**src/rtl/apb_master_arbiter.sv**
```systemverilog
// Two-requester round-robin APB master with an address-range guard and a PREADY timeout.
// One transfer outstanding; a zero-wait transfer responds 3 cycles after grant, out-of-range 1 cycle after.
module apb_master_arbiter #(
  parameter int ADDR_W     = 32,
  parameter int DATA_W     = 32,
  parameter int ADDR_LIMIT = 32,
  parameter int TIMEOUT    = 16
) (
  input  logic              PCLK,
  input  logic              PRESET,

  input  logic              req0_valid,
  input  logic              req0_write,
  input  logic [ADDR_W-1:0] req0_addr,
  input  logic [DATA_W-1:0] req0_wdata,
  output logic              req0_ready,
  output logic              resp0_valid,
  output logic [DATA_W-1:0] resp0_rdata,
  output logic              resp0_err,

  input  logic              req1_valid,
  input  logic              req1_write,
  input  logic [ADDR_W-1:0] req1_addr,
  input  logic [DATA_W-1:0] req1_wdata,
  output logic              req1_ready,
  output logic              resp1_valid,
  output logic [DATA_W-1:0] resp1_rdata,
  output logic              resp1_err,

  output logic              PSELx,
  output logic              PENABLE,
  output logic              PWRITE,
  output logic [ADDR_W-1:0] PADDR,
  output logic [DATA_W-1:0] PWDATA,
  input  logic [DATA_W-1:0] PRDATA,
  input  logic              PREADY
);

  localparam logic [1:0] ST_IDLE   = 2'd0;
  localparam logic [1:0] ST_SETUP  = 2'd1;
  localparam logic [1:0] ST_ACCESS = 2'd2;
  localparam logic [1:0] ST_RESP   = 2'd3;

  localparam int                CNT_W    = $clog2(TIMEOUT + 1);
  localparam logic [CNT_W-1:0]  CNT_LAST = CNT_W'(TIMEOUT - 1);
  localparam logic [ADDR_W-1:0] LIMIT    = ADDR_W'(ADDR_LIMIT);

  logic [1:0]       state;
  logic             last_grant;   // 1: requester 1 was served last
  logic             owner;
  logic [CNT_W-1:0] wait_cnt;

  logic              pick;
  logic              grant;
  logic              sel_write;
  logic [ADDR_W-1:0] sel_addr;
  logic [DATA_W-1:0] sel_wdata;
  logic              sel_oor;

  logic              fin;
  logic              fin_id;
  logic [DATA_W-1:0] fin_rdata;
  logic              fin_err;

  // On a tie, grant the requester that was not served last.
  assign pick      = (req0_valid && req1_valid) ? ~last_grant : req1_valid;
  assign grant     = (state == ST_IDLE) && (req0_valid || req1_valid) && !PRESET;
  assign req0_ready = grant && !pick;
  assign req1_ready = grant && pick;

  assign sel_write = pick ? req1_write : req0_write;
  assign sel_addr  = pick ? req1_addr  : req0_addr;
  assign sel_wdata = pick ? req1_wdata : req0_wdata;
  assign sel_oor   = (sel_addr >= LIMIT);

  assign PSELx       = (state == ST_SETUP) || (state == ST_ACCESS);
  assign PENABLE     = (state == ST_ACCESS);
  assign resp0_valid = (state == ST_RESP) && !owner;
  assign resp1_valid = (state == ST_RESP) && owner;

  // Completion event: the cycle whose edge moves the FSM into RESP.
  always_comb begin
    fin       = 1'b0;
    fin_id    = owner;
    fin_rdata = '0;
    fin_err   = 1'b0;
    case (state)
      ST_IDLE: begin
        if (grant && sel_oor) begin
          fin     = 1'b1;
          fin_id  = pick;
          fin_err = 1'b1;
        end
      end
      ST_ACCESS: begin
        if (PREADY) begin
          fin       = 1'b1;
          fin_rdata = PWRITE ? '0 : PRDATA;
        end else if (wait_cnt == CNT_LAST) begin
          fin     = 1'b1;
          fin_err = 1'b1;
        end
      end
      default: ;
    endcase
  end

  always_ff @(posedge PCLK or posedge PRESET) begin
    if (PRESET) begin
      state      <= ST_IDLE;
      last_grant <= 1'b1;
      owner      <= 1'b0;
      wait_cnt   <= '0;
      PWRITE     <= 1'b0;
      PADDR      <= '0;
      PWDATA     <= '0;
    end else begin
      case (state)
        ST_IDLE: begin
          if (grant) begin
            owner <= pick;
            if (sel_oor) begin
              state <= ST_RESP;
            end else begin
              state  <= ST_SETUP;
              PWRITE <= sel_write;
              PADDR  <= sel_addr;
              PWDATA <= sel_wdata;
            end
          end
        end
        ST_SETUP: begin
          state    <= ST_ACCESS;
          wait_cnt <= '0;
        end
        ST_ACCESS: begin
          if (fin) begin
            state <= ST_RESP;
          end else begin
            wait_cnt <= wait_cnt + 1'b1;
          end
        end
        ST_RESP: begin
          state      <= ST_IDLE;
          last_grant <= owner;
          wait_cnt   <= '0;
        end
        default: state <= ST_IDLE;
      endcase
    end
  end

  // Response data per requester holds until that requester's next response.
  always_ff @(posedge PCLK or posedge PRESET) begin
    if (PRESET) begin
      resp0_rdata <= '0;
      resp0_err   <= 1'b0;
      resp1_rdata <= '0;
      resp1_err   <= 1'b0;
    end else if (fin) begin
      if (fin_id) begin
        resp1_rdata <= fin_rdata;
        resp1_err   <= fin_err;
      end else begin
        resp0_rdata <= fin_rdata;
        resp0_err   <= fin_err;
      end
    end
  end

endmodule
```
**config.mk**
```make
export PLATFORM = sky130hd
export DESIGN_NAME = apb_master_arbiter
export DESIGN_NICKNAME = d
export VERILOG_FILES = /design/src/rtl/apb_master_arbiter.sv
export SDC_FILE = /design/constraint.sdc
export NUM_CORES = 1
export LEC_CHECK = 0
export ABC_CLOCK_PERIOD_IN_PS = 8000
export BUFFER_PORTS_ARGS = -buffer_cell sky130_fd_sc_hd__buf_2
export CAP_MARGIN = 40
export CORE_MARGIN = 3
export CORE_UTILIZATION = 46
export DETAILED_ROUTE_END_ITERATION = 10
export PLACE_DENSITY = 0.83
export SLEW_MARGIN = 10
export SYNTH_ARGS = -nofsm -noshare
export SYNTH_HDL_FRONTEND = slang
export SYNTH_SLANG_ARGS = --single-unit
export TNS_END_PERCENT = 1
```
**constraint.sdc**
```tcl
create_clock -name PCLK -period 8 [get_ports PCLK]
set_clock_uncertainty 0.1 [all_clocks]
set_input_delay 1.2 -clock PCLK [delete_from_list [all_inputs] [get_ports PCLK]]
set_output_delay 1.2 -clock PCLK [all_outputs]
set_load 0.02 [all_outputs]
```
Word level (Yosys, flattened, before mapping)
Index checks and enable logic that the tools add are counted.

$add $sub $neg: 1. $lt $le $gt $ge: 1. Eq/ne operators: 7. Multiplexer cells: 21. Bitwise logic cells: 3. Reductions and logical operators: 22.

Operators by type and width (count): $mux 32 (5); $ge 32x6->1 const B (1); $pmux 5 s2 (1); $reduce_and 2->1 (5); $logic_and 1x1->1 (8); $mux 1 (8); $pmux 2 s4 (1); $mux 2 (3); $add 5x1->5 const B (1); $eq 5x4->1 const B (1); $mux 5 (1); $eq 2x2->1 const B (2); $ne 2x2->1 const B (2); $pmux 1 s2 (2); $logic_not 1->1 (3); $not 1->1 (3); $reduce_and 3->1 (1); $eq 2x1->1 const B (1); $logic_not 2->1 (1); $logic_or 1x1->1 (2); $ne 2x1->1 const B (1); $reduce_bool 2->1 (1); $reduce_or 2->1 (1).

Bits in registers: 140. Bits of input ports: 167. Output and inout bits: 137. Logic and storage cells: 66.

Logic depth before layout (Yosys ltp)
Depth in word-level cells: 9. Mapped depth: 9. Mapped depth without buffers: 8.

Worst setup path before layout
OpenSTA, ideal clock, no wires.

Kind: input to output. Start point: in PRESET. End point: out req1_ready. Arrival: 5.370 ns. Required time: 6.700 ns. Setup slack: 1.330 ns. Stages on the path: 3. Path buffers: 0. Path through: inv_1 -> o211ai_1 -> nor2_1.

Cells in the longest elaborated chain, start to end: 3.

RTL lines: from (decl) (line 10) `input logic PRESET,`; $logic_not 1->1 (no source line); $logic_and 1x1->1 (line 67) `assign grant = (state == ST_IDLE) && (req0_valid || req1_valid) && !PRESET;`; $logic_and 1x1->1 (line 69) `assign req1_ready = grant && pick;`; to (decl) (line 25) `output logic req1_ready,`.

No other way between the ends.

Worst setup path in the final report
Start point: in req1_valid. End point: reg resp1_rdata[30].

Cells in the longest elaborated chain, start to end: 8. Elaborated cells on any way between the ends: 13. Classes of those cells: order compare: 1; mux: 6; reduce/logical: 6.

RTL lines: from (decl) (line 21) `input logic req1_valid,`; $logic_and 1x1->1 (line 66) `assign pick = (req0_valid && req1_valid) ? ~last_grant : req1_valid;`; $mux 1 (line 66); $mux 32 (line 72) `assign sel_addr = pick ? req1_addr : req0_addr;`; $ge 32x6->1 (line 74) `assign sel_oor = (sel_addr >= LIMIT);`; $logic_and 1x1->1 (line 89) `if (grant && sel_oor) begin`; $mux 1 (line 89); $pmux 1 s2 or $mux 1 (tied branches) (line 87) `case (state)`; $reduce_and 2->1 (no source line) (*); to (signal assigned) (line 162) `resp1_rdata <= fin_rdata;`; to (decl) (line 27) `output logic [DATA_W-1:0] resp1_rdata,`.

Every way passes the cells marked *; elsewhere a longest branch is shown, timed or not. A chain may end at the register's enable or synchronous reset.

==> qor.txt <==
Fmax: 0.268 GHz
Status: complete, no violations
Critical Path RT: 8190 ps
Critical-path maximum fanout: 44
Clock-pin slew on the worst setup and hold paths: 60 ps
CP Capture Type: register
Layout cells sized above 1: 47.7%
Synth Register Bits: 140
Core area: 12800 um2
Max Cap Viol: 0
CTS Buf Count: 17
Initial antenna violation count: 6
Synth Flop Type: dfrtp_1
Worst rel slew slack: 50.0%
CP max-delay cell: a21oi_2
Post-Synthesis Cell Area: 6090 um2
Synth area leaders: dfrtp_1 57%, mux2_2 6.5%, mux2i_1 6.4%
Hold path cells: 1
Final WL: 17800 um
Final non-filler cell area: 8360 um2
Yosys top cell area share: 57.1%
Die X: 121 um
Leak: 0.00479 uW
Antenna-violating nets left: 0
Ys Warns: 0
Mean Syn Cell Area: 12.2 um2
Max clock buf depth: 2
Initial drt markers: 292
Die H: 121 um
Placer Congestion: 0.804
Wire per inst: 18.0 um
Via count: 4940
Leading area contributor after synthesis: dfrtp_1
Placed Instances: 954
H-tree levels: 4
Area grow syn2layout: 37.2%
Clock Sinks: 140
Arrival time at the worst endpoint: 3920 ps
Critical Path Max Stage Delay: 530 ps
Starting Density: 47.7%
Cell family with most CP delay: buffers and inverters
Vias per Instance: 4.99
Post-Route Setup TNS: 0 ps
GRT overflow: 0
Cell row count: 41
Router iterations before antenna repair: 6
CP Class: in -> reg
# Post-CTS Setup Buffers: 0
Most instantiated cells after synthesis: 139 x dfrtp_1, 61 x and2_1, 42 x nand2_1
CTS tree: done
Crit path top cell by count: buf_4
Final setup vio count: 0
Top Ports: 304
Most numerous cell in the Yosys netlist: dfrtp_1
Clock root cell: clkbuf_16
Non-filler cells, final: 989
FFs w/ async S/R, synth: 100%
First-pass GRT wire length: 27200 um
Post-synthesis cell type count: 42
Number of flops mapped to enable cells by yosys: 0
Remaining routing DRC violations: 0
Final worst path period need: 3730 ps
Register area share after synthesis: 57.5%
RSZ-0062 raised after global routing: no
Place WS: 3830 ps
Layout Utilization: 65.4%
R2R cell count: 8
Pwr dens: 310 nW/um2
Vias in the first global route: 5048
Count of pins over their slew limit: 0
PostCTS Resize Cnt: 0
Post-route setup slack: 4270 ps
Placed Area: 7760 um2
WP buf/inv: 3
Period utilization: 46.7%
# port buffers: 303
Post-synth net total: 672
Max VDD drop: 0.139 mV
GRT Overall Usage: 24.3%
Total Nets Final: 974
Latest clock arrival within the worst-skew pair: 410 ps
DIE AREA: 14700 um2
Crit-path cells: buf_2 -> a21bo_2 -> buf_4 -> nand4_1 -> a22oi_2 -> a21oi_2 -> mux2i_4 -> buf_4 -> mux2_2
Largest net degree at the start of global routing: 93
Hpwl dp: 13500 um
Worst Max-Slew Pin Slew: 750 ps
Fin. Hold Viols: 0
Crit. path cell count: 9
Mapped Cells: 499
Post-cts hold buffer count: 0
Hold crit path type: reg -> reg
Startpoint types: input pin
routing by layer:
layer  vias to the layer above  GRT usage [%]  share of wire (%)
li1                       2351              -                  -
met4                         4           8.36                1.4
met2                       211           40.5                 50
met5                         -              0               0.12
met3                        22           7.46                8.7
met1                      2352           30.1                 40
kinds of logic (layout without fill, tap and decap cells):
family                     Yosys count  in the layout  share of synthesized area [%]
muxes                              106            106                           19.0
adders and majority gates            6              6                           1.23
AOI/OAI and AO/OA                   61             61                           6.33
and+or+nand+nor                    152            152                           13.2
buffers and inverters               34            349                           2.75
DFF                                140            140                           57.5
other                                0              3                              0
cell type report:
class | count | area [um2]
multi-input combinational | 325 | 2440
clock inverter | 13 | 143
clock buffer | 19 | 443
fill | 989 | 4420
sequential | 140 | 3500
antenna | 3 | 7.51
tap | 172 | 215
timing repair buffer | 310 | 1570
inverter | 7 | 31.3
worst paths after layout:
check / slack, ps / end / from
hold / removal: 380 / PADDR[26]$_DFFE_PP0P_ / PADDR[26]$_DFFE_PP0P_
setup reg to reg: 4710 / resp1_rdata[30]$_DFFE_PP0P_ / last_grant$_DFFE_PP1P_
max in group asynchronous: 5470 / resp0_rdata[13]$_DFFE_PP0P_ / PRESET
hold reg to reg: 380 / PADDR[26]$_DFFE_PP0P_ / PADDR[26]$_DFFE_PP0P_
min in group asynchronous: 680 / PWDATA[29]$_DFFE_PP0P_ / PRESET
setup / recovery: 4270 / resp1_rdata[30]$_DFFE_PP0P_ / req1_valid
cells in the final DEF (no fill, tap or decap), drive strengths merged, types with 2 or more instances in the layout:
cell and count:
dfrtp 139, o21ai 40, nor2 14, and3 4
bufinv 2, a211o 2, inv 9, ha 6
nand4 4, clkbuf 19, mux2 66, diode 3
clkinvlp 2, mux2i 40, and2 61, nand3b 2
buf 310, nand2 42, nor3 5, o211ai 5
nor4 11, a21oi 3, nand3 5, clkinv 7
where the power goes:
part           internal, uW  leakage, uW  total [uW]  switching [uW]
clock                   469     0.000284         770             301
combinational           342      0.00259         848             507
sequential              872      0.00192         969            96.7
state kept, by name (all words and copies together), names as in the netlist:
signal and count:
PWDATA 32, wait_cnt 5, resp0_err 1, last_grant 1, resp0_rdata 32, state 2
resp1_err 1, resp1_rdata 32, owner 1, PADDR 32, PWRITE 1
stage by stage:
step	hold slack, ps	total power [uW]
after floorplan	434	1520
after global placement	357	1810
after detailed placement	365	1830
after CTS	383	2610
after global routing	398	2720
final	377	2590
worst reg2reg max path: cells and delay by family (launching register included):
family	cells	cell delay (ps)
mux	2	630
simple gates	1	230
compound gates	3	630
flops	1	560
buf+inv	2	1020
Note: power is estimated with default switching activity, not from simulation.
